===== src/rtl/vram_port_arbiter.sv =====
// VRAM port arbiter: round-robin reads from N_REQ display layers during active video,
// with CPU writes admitted only in vertical blanking after the read pipeline drains.
module vram_port_arbiter #(
    parameter int N_REQ  = 4,
    parameter int ADDR_W = 17,
    parameter int DATA_W = 12,
    parameter int RD_LAT = 2
) (
    input  logic                    pclk,
    input  logic                    reset,
    input  logic [N_REQ-1:0]        i_rd_req,
    input  logic [N_REQ*ADDR_W-1:0] i_rd_addr,
    output logic [N_REQ-1:0]        o_rd_gnt,
    output logic [N_REQ-1:0]        o_rd_valid,
    output logic [DATA_W-1:0]       o_rd_data,
    input  logic                    i_frame_blank,
    input  logic                    i_wr_req,
    input  logic [ADDR_W-1:0]       i_wr_addr,
    input  logic [DATA_W-1:0]       i_wr_data,
    output logic                    o_wr_gnt,
    output logic                    o_mem_en,
    output logic                    o_mem_we,
    output logic [ADDR_W-1:0]       o_mem_addr,
    output logic [DATA_W-1:0]       o_mem_din,
    input  logic [DATA_W-1:0]       i_mem_dout
);
    localparam int PTR_W = (N_REQ > 1) ? $clog2(N_REQ) : 1;

    typedef enum logic [1:0] {ACTIVE, DRAIN, BLANK} state_t;

    state_t            r_state;
    logic [2:0]        r_drain_cnt;
    logic [PTR_W-1:0]  r_ptr;
    logic [N_REQ-1:0]  r_rd_gnt;
    logic              r_wr_gnt;
    logic              r_mem_en;
    logic              r_mem_we;
    logic [ADDR_W-1:0] r_mem_addr;
    logic [DATA_W-1:0] r_mem_din;
    logic [N_REQ-1:0]  r_tag [RD_LAT];

    logic [ADDR_W-1:0] w_addr_arr [N_REQ];
    logic [N_REQ-1:0]  w_rd_elig;
    logic [PTR_W-1:0]  w_idx;
    logic [PTR_W-1:0]  w_rd_idx;
    logic              w_rd_any;
    logic              w_do_rd;
    logic              w_do_wr;
    logic              w_drain_done;

    for (genvar g = 0; g < N_REQ; g++) begin : g_addr
        assign w_addr_arr[g] = i_rd_addr[g*ADDR_W +: ADDR_W];
    end

    // A requester still holding req during its grant cycle must not win twice.
    assign w_rd_elig    = i_rd_req & ~r_rd_gnt;
    assign w_drain_done = (r_drain_cnt == 3'(RD_LAT - 1));

    always_comb begin
        w_rd_any = 1'b0;
        w_rd_idx = '0;
        w_idx    = '0;
        for (int k = 0; k < N_REQ; k++) begin
            w_idx = PTR_W'((int'(r_ptr) + k) % N_REQ);
            if (!w_rd_any && w_rd_elig[w_idx]) begin
                w_rd_any = 1'b1;
                w_rd_idx = w_idx;
            end
        end
    end

    // A falling frame_blank hands the port back to reads on the same edge.
    always_comb begin
        w_do_rd = 1'b0;
        w_do_wr = 1'b0;
        case (r_state)
            ACTIVE: w_do_rd = !i_frame_blank;
            DRAIN, BLANK: begin
                if (!i_frame_blank) begin
                    w_do_rd = 1'b1;
                end else if (r_state == BLANK || w_drain_done) begin
                    w_do_wr = i_wr_req;
                    w_do_rd = !i_wr_req;
                end
            end
            default: ;
        endcase
    end

    always_ff @(posedge pclk) begin
        if (reset) begin
            r_state     <= ACTIVE;
            r_drain_cnt <= '0;
            r_ptr       <= '0;
            r_rd_gnt    <= '0;
            r_wr_gnt    <= 1'b0;
            r_mem_en    <= 1'b0;
            r_mem_we    <= 1'b0;
            r_mem_addr  <= '0;
            r_mem_din   <= '0;
            for (int k = 0; k < RD_LAT; k++) r_tag[k] <= '0;
        end else begin
            r_rd_gnt   <= '0;
            r_wr_gnt   <= 1'b0;
            r_mem_en   <= 1'b0;
            r_mem_we   <= 1'b0;
            r_mem_addr <= '0;
            r_mem_din  <= '0;
            r_tag[0]   <= r_rd_gnt;
            for (int k = 1; k < RD_LAT; k++) r_tag[k] <= r_tag[k-1];

            if (w_do_wr) begin
                r_wr_gnt   <= 1'b1;
                r_mem_en   <= 1'b1;
                r_mem_we   <= 1'b1;
                r_mem_addr <= i_wr_addr;
                r_mem_din  <= i_wr_data;
            end else if (w_do_rd && w_rd_any) begin
                r_rd_gnt   <= N_REQ'(1) << w_rd_idx;
                r_mem_en   <= 1'b1;
                r_mem_addr <= w_addr_arr[w_rd_idx];
                r_ptr      <= PTR_W'((int'(w_rd_idx) + 1) % N_REQ);
            end

            case (r_state)
                ACTIVE: begin
                    if (i_frame_blank) begin
                        r_state     <= DRAIN;
                        r_drain_cnt <= '0;
                    end
                end
                DRAIN: begin
                    if (!i_frame_blank)    r_state <= ACTIVE;
                    else if (w_drain_done) r_state <= BLANK;
                    else                   r_drain_cnt <= r_drain_cnt + 3'd1;
                end
                BLANK: if (!i_frame_blank) r_state <= ACTIVE;
                default: r_state <= ACTIVE;
            endcase
        end
    end

    assign o_rd_gnt   = r_rd_gnt;
    assign o_rd_valid = r_tag[RD_LAT-1];
    assign o_rd_data  = (|r_tag[RD_LAT-1]) ? i_mem_dout : '0;
    assign o_wr_gnt   = r_wr_gnt;
    assign o_mem_en   = r_mem_en;
    assign o_mem_we   = r_mem_we;
    assign o_mem_addr = r_mem_addr;
    assign o_mem_din  = r_mem_din;
endmodule


===== config.mk =====
export PLATFORM = sky130hd
export DESIGN_NAME = vram_port_arbiter
export DESIGN_NICKNAME = d
export VERILOG_FILES = /design/src/rtl/vram_port_arbiter.sv
export SDC_FILE = /design/constraint.sdc
export NUM_CORES = 1
export LEC_CHECK = 0
export ABC_AREA = 1
export CORE_ASPECT_RATIO = 1.75
export CORE_MARGIN = 2
export CORE_UTILIZATION = 42
export DETAILED_ROUTE_END_ITERATION = 8
export HOLD_SLACK_MARGIN = 0.03
export PLACE_DENSITY_LB_ADDON = 0.2
export SLEW_MARGIN = 10
export SYNTH_ARGS = -nofsm -noshare
export SYNTH_HDL_FRONTEND = slang
export SYNTH_SLANG_ARGS = --single-unit

===== constraint.sdc =====
create_clock -name pclk -period 3.2 [get_ports pclk]
set_input_delay 0.48 -clock pclk [delete_from_list [all_inputs] [get_ports pclk]]
set_output_delay 0.48 -clock pclk [all_outputs]
set_load 0.05 [all_outputs]

After elaboration in Yosys (flattened, before gate mapping)
Memories as Yosys holds them, arrays and structs flattened.
Cells that the tools add are included.
- register bits after elaboration: 42
- bits in writable memories: 8
- output and inout port bits: 52
- logic and storage cells: 99
- memories: 1
- add/subtract/negate cells: 5
- order comparisons: 5
- equality and inequality tests: 8
- shifts and indexed selects: 1
- multiplexer cells: 45
- bitwise logic cells: 7
- reductions and logical operators: 19
- memories (memory ; depth ; width ; rd ports ; clocked after memory_dff ; wr ports ; RTL line ; text):
    r_tag ; 2 ; 4 ; 2 ; 0 ; 2 ; 40 ; logic [N_REQ-1:0] r_tag [RD_LAT];
- operators with widths (cell ; count):
    2-to-1 mux 17 bit ; 4
    binary-select mux 17 bit (select 2 bit) ; 1
    2-to-1 mux 1 bit ; 19
    2-to-1 mux 2 bit ; 8
    less-than comparator 2 x 3 -> 1 bit (second input constant) ; 4
    2-to-1 mux 12 bit ; 1
    2-to-1 mux 3 bit ; 3
    binary-select mux 1 bit (select 2 bit) ; 4
    2-to-1 mux 4 bit ; 2
    != test 2 bit (second input constant) ; 4
    one-hot mux 2 bit (3 select lines) ; 1
    one-hot mux 3 bit (2 select lines) ; 1
    zero test 1 bit ; 5
    adder 2 x 1 -> 2 bit (second input constant) ; 2
    adder 2 bit (second input constant) ; 2
    AND 4 bit ; 1
    logical AND 1 bit ; 4
    NOT 4 bit ; 1
    AND reduction 4 bit ; 1
    OR reduction 2 bit ; 2
    OR reduction 4 bit ; 1
    left shift 1 x 2 -> 4 bit (first input constant) ; 1
    adder 3 x 1 -> 3 bit (second input constant) ; 1
    equality test 3 x 1 -> 1 bit (second input constant) ; 1
    other kinds (14) ; 16

Depth between registers and ports, before layout
Gate-level depths: netlist of the first run.
- depth after elaboration: 20
- mapped depth: 16
- mapped depth without buffers: 15

Worst setup path before layout of the first run
No wires, ideal clock.
- kind: flip-flop to flip-flop
- start: register r_rd_gnt[0], in the netlist o_rd_gnt[0]
- end: register r_mem_addr[10], in the netlist o_mem_addr[10]
- data arrival time: 1873 ps
- data required time: 3088 ps
- path slack: 1215 ps
- cell stages (with the launch flop): 15
- buffers on the path: 1
- cells stage by stage: dfxtp_1 -> inv_1 -> nand3_1 -> nand2_1 -> nand2_1 -> nand2_1 -> inv_1 -> nor2_2 -> nor2_2 -> nor2_8 -> buf_4 -> nand3_1 -> nand2_1 -> nand2_1 -> nand2_1
- longest elaborated chain between the ends: 20
- elaborated cells between the ends (all ways): 31
- ends and longest elaborated chain (what ; RTL line ; text):
    start, declared ; 34 ; logic [N_REQ-1:0] r_rd_gnt;
    start signal, assigned ; 119 ; r_rd_gnt <= N_REQ'(1) << w_rd_idx;
    NOT 4 bit * ; 56 ; assign w_rd_elig = i_rd_req & ~r_rd_gnt;
    AND 4 bit * ; 56 ;
    binary-select mux 1 bit (select 2 bit) ; 65 ; if (!w_rd_any && w_rd_elig[w_idx]) begin
    2-to-1 mux 1 bit (not written as such) ; 65 ;
    2-to-1 mux 1 bit ; 65 ;
    zero test 1 bit ; 65 ;
    logical AND 1 bit ; 65 ;
    2-to-1 mux 1 bit ; 65 ;
    [... 3 more ...] ; -- ;
    zero test 1 bit ; 65 ;
    logical AND 1 bit ; 65 ;
    2-to-1 mux 2 bit ; 65 ;
    NOT 2 -> 3 bit (not written as such) ; 121 ; r_mem_addr <= w_addr_arr[w_rd_idx];
    binary-select mux 17 bit (select 2 bit) ; 121 ;
    2-to-1 mux 17 bit (not written as such) (2 in series) ; 121 ;
    2-to-1 mux 17 bit * ; 118 ; end else if (w_do_rd && w_rd_any) begin
    2-to-1 mux 17 bit * ; 112 ; if (w_do_wr) begin
    end signal, assigned ; 116 ; r_mem_addr <= i_wr_addr;
    end signal, assigned ; 121 ;
    end, declared ; 38 ; logic [ADDR_W-1:0] r_mem_addr;
Every way passes the cells marked *; elsewhere a longest branch is shown, timed or not. The select of a mux whose other input is x is not followed.
A chain may end at the register's enable or synchronous reset.

Worst setup path in the final report of the first run
- start: input port i_rd_req[0]
- end: register r_mem_addr[9], in the netlist o_mem_addr[9]
- longest elaborated chain between the ends: 19
- elaborated cells between the ends (all ways): 30
- ends and longest elaborated chain (what ; RTL line ; text):
    start, declared ; 11 ; input logic [N_REQ-1:0] i_rd_req,
    AND 4 bit * ; 56 ;
    binary-select mux 1 bit (select 2 bit) ; 65 ;
    2-to-1 mux 1 bit (not written as such) ; 65 ;
    2-to-1 mux 1 bit ; 65 ;
    zero test 1 bit ; 65 ;
    logical AND 1 bit ; 65 ;
    2-to-1 mux 1 bit ; 65 ;
    zero test 1 bit ; 65 ;
    [... 2 more ...] ; -- ;
    zero test 1 bit ; 65 ;
    logical AND 1 bit ; 65 ;
    2-to-1 mux 2 bit ; 65 ;
    NOT 2 -> 3 bit (not written as such) ; 121 ;
    binary-select mux 17 bit (select 2 bit) ; 121 ;
    2-to-1 mux 17 bit (not written as such) (2 in series) ; 121 ;
    2-to-1 mux 17 bit * ; 118 ;
    2-to-1 mux 17 bit * ; 112 ;
Marked as above.

==> results of run 1 <==
[path summary, 6_finish.rpt]
| path | cells after the start | to | slack (ns) | start |
|---|---|---|---|---|
| setup / recovery | 13 | o_mem_addr[9] | 0.76 | i_rd_req[0] |
| hold / removal | 2 | r_tag[0][6] | 0.42 | r_tag[0][2] |
| hold reg to reg | 2 | r_tag[0][6] | 0.42 | r_tag[0][2] |
| setup reg to reg | 12 | o_mem_addr[9] | 0.77 | r_ptr[0] |
[worst min-delay path: stages, from the launching register on]
cell	delay, ns
dfxtp_1	0.30
inv_1	0.04
nor2_1	0.03
[cell type report]
class | count | area [um2] | area share [%]
multi-input cells | 302 | 1580 | 32.3
inverters | 86 | 333 | 6.82
well taps | 86 | 108 | 2.21
clock inverters | 2 | 17.5 | 0.359
flip-flops and latches | 50 | 1000 | 20.5
repair buffers | 171 | 1700 | 34.9
clock buffers | 6 | 139 | 2.85
[power by group through the flow]
stage | Sequential, uW | Combinational [uW] | Clock [uW]
6_report | 849 | 2890 | 546
5_1_grt | 866 | 3210 | 583
4_1_cts | 850 | 2920 | 566
3_5_place_dp | 860 | 2900 | 0
3_3_place_gp | 858 | 2850 | 0
2_1_floorplan | 1180 | 2040 | 0
[Yosys cell counts, drive strengths merged]
library cell  number  area (um2)
a31oi              1        12.5
o21a               1        8.76
clkbuf             4        15.0
a211oi             3        22.5
nor3b              1        7.51
o211ai             1        7.51
inv               86         333
nand3b            34         255
dfxtp             50        1000
nor4               1        6.26
ha                 7        87.6
nand4              2        18.8
nand2            139         562
nand3             50         288
buf               19         153
a21boi             1        7.51
a21oi             11        58.8
o21ai              4        20.0
nor3               3        20.0
nor2              43         193
[routing by layer]
metal,part of all wire [%],GRT usage [%]
met5,0,0
met4,2.8,8.89
met3,7.1,4.49
met2,56,40.3
met1,34,20.1
[sequential cells by signal, indices dropped and copies added (netlist names)]
register and flops:
o_mem_addr 17, o_mem_din 12, r_tag 8, o_rd_gnt 4
r_drain_cnt 3, r_ptr 2, r_state 2, o_mem_en 1
o_mem_we 1
[per-stage QoR]
stage | utilization (%) | instances | total power, uW | hold WS, ns | worst slack, ns
5_1_grt | 67.9 | 703 | 4660 | 0.436 | 0.509
3_5_place_dp | 65.7 | 695 | 3760 | 0.403 | 0.455
2_1_floorplan | - | 461 | 3220 | 0.388 | 1.22
3_3_place_gp | 65.7 | 695 | 3710 | 0.394 | 0.534
4_1_cts | 67.9 | 703 | 4330 | 0.421 | 0.747
6_report | 67.9 | 703 | 4280 | 0.415 | 0.761
[kinds of logic (layout without fill, tap and decap cells)]
group / count (synthesis) / count (layout) / share of synthesized area, %
buffers and inverters: 109 / 265 / 16.3
and+or+nand+nor: 273 / 273 / 43.9
DFF: 50 / 50 / 32.5
AOI/OAI and AO/OA: 22 / 22 / 4.47
adders and majority gates: 7 / 7 / 2.85
==> flow_summary.json, run 1 <==
{
  "grt_pass1_vias": 3088,
  "post_cts_buffers": 0,
  "grt_setup_unrepaired": "no",
  "leakage_uw": 0.00232,
  "internal-power_uw": 2060,
  "p_sw_uw": 2220,
  "hold_viol": 0,
  "drv_cap": 0,
  "outcome": "finished clean",
  "syn_area_per_cell_um2": 6.67,
  "slowest_delay_ns": 0.50,
  "holdCritPathClass": "flop to flop",
  "antenna_found_initial": 0,
  "power.density_nw_per_um2": 878,
  "drive_gt1_share_pct": 6.48,
  "fin_nets": 740,
  "netlist_area_um2": 3080,
  "syn_to_final_growth_pct": 58.5,
  "clkLatencyLatePin_ns": 0.29,
  "critPathMostFrequentCell": "nand2_1",
  "cts_tree": "built",
  "gr-usage-all-layers_pct": 20.8,
  "clk_pin_slew_ns": 0.07,
  "routed_wl_um": 8380,
  "ant_nets": 0,
  "fin_crit_ns": 2.44,
  "cts.sinks": 50,
  "netSwitchingFraction_pct": 51.9,
  "synthesis.nets": 585,
  "die_w_um": 68.7,
  "crit_type": "input port to flop",
  "grt_pass1_wl_um": 12800,
  "io_pins": 169,
  "crit_path_max_fanout": 37,
  "cts_buffers": 5,
  "critical_path.startpoint_type": "input port",
  "worst_ep_required_time_ns": 3.44,
  "grt_max_degree": 38,
  "path_cells": "clkdlybuf4s50_1, nand3_1, nand2_1, nand2_1, nand2_1, nand4_2, nand2_4, nand2_4, nand2_1, nand3_1, nand2_1, nand2_1, nand2_1",
  "cp_data_arrival_time_ns": 2.68,
  "max_freq_mhz": 410,
  "synth_cells": 461,
  "postLayoutCellArea_um2": 4880,
  "grt_overflow_total": 0,
  "drcViolationCount": 0,
  "finalCritPeriodShare_pct": 76.2,
  "slew_headroom_pct": 61.9,
  "dpl_cell_area_um2": 4720,
  "row_count": 41,
  "core_area_um2": 7180,
  "max_slew.worst_pin.slew_ns": 0.569,
  "gp_congestion": 0.787,
  "io_buffer_count": 168,
  "cts_root_buf": "clkbuf_16",
  "setup_viol": 0,
  "dr.pass1.iters": 4,
  "cts_resized": 0,
  "power_frac_seq_pct": 19.8,
  "p_comb_share_pct": 67.4,
  "fillers": 647,
  "critPathTopFamily": "simple AND/OR/NAND/NOR gates",
  "initial_core_util_pct": 42.8,
  "setup_tns_ns": 0,
  "layout_common_cells": "168 x clkdlybuf4s50_1, 131 x nand2_1, 81 x inv_1, 50 x dfxtp_1, 44 x nand3_1",
  "drt_iter0_markers": 108,
  "ys.warnings.count": 0,
  "routed_via_density": 4.67,
  "antenna_cells": 0,
  "fin_skew_ns": 0.00468,
  "mostFrequentLayoutCell": "clkdlybuf4s50_1",
  "ys_seq_area_share_pct": 32.5,
  "path_buf_inv": 1,
  "htree_levels": 2,
  "crit_slowest_cell": "clkdlybuf4s50_1",
  "ctsHoldBuffers": 0,
  "die_y_um": 117,
  "clockBufferDepth": 2,
  "wl_per_cell_um": 11.9,
  "yosysUniqueCellTypes": 35,
  "synth_seq_cells": 50,
  "hpwl_um": 6670,
  "final-max-slew-violation-count": 0,
  "via_count": 3280,
  "pwr-share-clk_pct": 12.8,
  "critical_path.endpoint_type": "flop",
  "worst_ir_drop_vdd_mv": 0.441,
  "dieArea_um2": 8050
}
Power figures use the tool's default switching activity.
==> inputs of run 2 (changes only) <==
Settings changed: CORE_UTILIZATION 42 to 39.
Clock period 3.2 ns to 2.5 ns, I/O delays scaled along.
==> flow_summary.json, run 2 (synthesis gave the netlist of run 1 again) <==
{
  "drv_cap": 0,
  "critical_path.startpoint_type": "input port",
  "path_cells": "clkdlybuf4s50_1, nand3_1, nand2_1, nand2_1, nand2_1, nor2_1, nor2_2, nand2_4, nand2_4, nand2_1, nand3_1, nand2_1, nand2_1, nand2_1",
  "routed_wl_um": 8830,
  "pre_cts_slack_ns": 0.149,
  "max_slew.worst_pin.slew_ns": 0.559,
  "via_count": 3341,
  "crit_path_max_fanout": 37,
  "max_freq_mhz": 490,
  "endpoint": "o_mem_addr[14]",
  "slew_headroom_pct": 62.6,
  "worstRegToRegCells": 13,
  "drt_iter0_markers": 205,
  "cp-startpoint": "i_rd_req[1]",
  "crit_type": "input port to flop",
  "final-max-slew-violation-count": 0,
  "grt_overflow_total": 0,
  "path_buf_inv": 1,
  "worst_ir_drop_vdd_mv": 0.631,
  "die_y_um": 121,
  "ant_nets": 0,
  "io_pins": 169,
  "postLayoutCellArea_um2": 4870,
  "cts.sinks": 50,
  "reg2reg_slack_ns": 0.50,
  "row_count": 42,
  "hpwl_um": 6990,
  "core_area_um2": 7620,
  "cts_root_buf": "clkbuf_16",
  "post_cts_buffers": 0,
  "antenna_cells": 0,
  "reg2reg_from": "r_ptr[0]",
  "hold_slack_ns": 0.408,
  "grt_pass1_vias": 3343,
  "mostFrequentLayoutCell": "clkdlybuf4s50_1",
  "slowest_delay_ns": 0.50,
  "fin_nets": 742,
  "critical_path.endpoint_type": "flop",
  "cts_buffers": 5,
  "hold_viol": 0,
  "htree_levels": 2,
  "wl_per_cell_um": 12.5,
  "worst_ep_required_time_ns": 2.69,
  "clkLatencyLatePin_ns": 0.29,
  "setup_ws_ns": 0.459,
  "grt_max_degree": 38,
  "grt_pass1_wl_um": 14400,
  "holdCritPathClass": "flop to flop",
  "clk_pin_slew_ns": 0.07,
  "outcome": "finished clean",
  "die_w_um": 71.1,
  "critPathTopFamily": "simple AND/OR/NAND/NOR gates",
  "fin_crit_ns": 2.04,
  "critPathMostFrequentCell": "nand2_1",
  "rr_endpoint": "o_mem_addr[14]",
  "io_buffer_count": 168,
  "layout_common_cells": "156 x clkdlybuf4s50_1, 131 x nand2_1, 81 x inv_1, 49 x dfxtp_1, 44 x nand3_1",
  "cp_data_arrival_time_ns": 2.23,
  "setup_tns_ns": 0,
  "antenna_found_initial": 0,
  "drive_gt1_share_pct": 8.89,
  "total_power_uw": 5610,
  "dpl_cell_area_um2": 4720,
  "largest_reg_flops": 17,
  "gr-usage-all-layers_pct": 20.9,
  "syn_to_final_growth_pct": 58.4,
  "gp_congestion": 0.861,
  "initial_core_util_pct": 40.4,
  "grt_setup_unrepaired": "no",
  "routed_via_density": 4.73,
  "cts_tree": "built",
  "clockBufferDepth": 2,
  "fin_skew_ns": 0.00708,
  "finalCritPeriodShare_pct": 81.6,
  "leakage_uw": 0.00235,
  "setup_viol": 0,
  "crit_slowest_cell": "clkdlybuf4s50_1",
  "cp.depth": 14,
  "dieArea_um2": 8640,
  "drcViolationCount": 0,
  "dr.pass1.iters": 4,
  "power.density_nw_per_um2": 1150
}
## run 2: cell type report
cell class | count | area (um2)
Tap cell | 88 | 110
Clock inverter | 3 | 25.0
Fill cell | 685 | 2750
Sequential cell | 50 | 1000
Clock buffer | 5 | 125
Inverter | 86 | 333
Timing Repair Buffer | 173 | 1700
Multi-Input combinational cell | 302 | 1580
## run 2: per-layer routing
layer	part of all wire, %	up-vias	GRT usage (%)
li1	-	1721	-
met1	35	1463	20.6
met2	54	136	39.2
met3	6.4	21	3.90
met4	4.9	0	12.1
met5	0	-	0
## run 2: worst min path at each step
stage          cells after the start  slack (ns)     endpoint         from
2_1_floorplan                      2        0.39  r_tag[0][4]  r_tag[0][0]
3_3_place_gp                       2        0.39  r_tag[0][4]  r_tag[0][0]
3_5_place_dp                       2        0.40  r_tag[0][7]  r_tag[0][3]
4_1_cts                            2        0.41  r_tag[0][7]  r_tag[0][3]
5_1_grt                            2        0.42  r_tag[0][4]  r_tag[0][0]
6_report                           2        0.41  r_tag[0][7]  r_tag[0][3]
## run 2: repair_timing
action	CTS	global route
hold endpoints to repair	0	0
setup endpoints to repair	0	3
gates resized for setup	0	1
hold buffers	0	0
## run 2: worst min-delay path, delay by kind of cell, from the launching register on
family                 cells  cell delay (ns)
buffers and inverters      1             0.04
DFF                        1             0.30
and+or+nand+nor            1             0.03
## run 2: through the flow
step / cells / utilization (%)
final: 707 / 63.9
after global routing: 707 / 63.9
after CTS: 707 / 63.9
after detailed placement: 699 / 62.0
after global placement: 699 / 62.0
after floorplan: 461 / -
## run 2: power by group
| group | total (uW) | switching (uW) | internal [uW] |
|---|---|---|---|
| Sequential | 1090 | 108 | 978 |
| Combinational | 3830 | 2490 | 1340 |
| Clock | 693 | 316 | 376 |
| Total | 5610 | 2920 | 2690 |
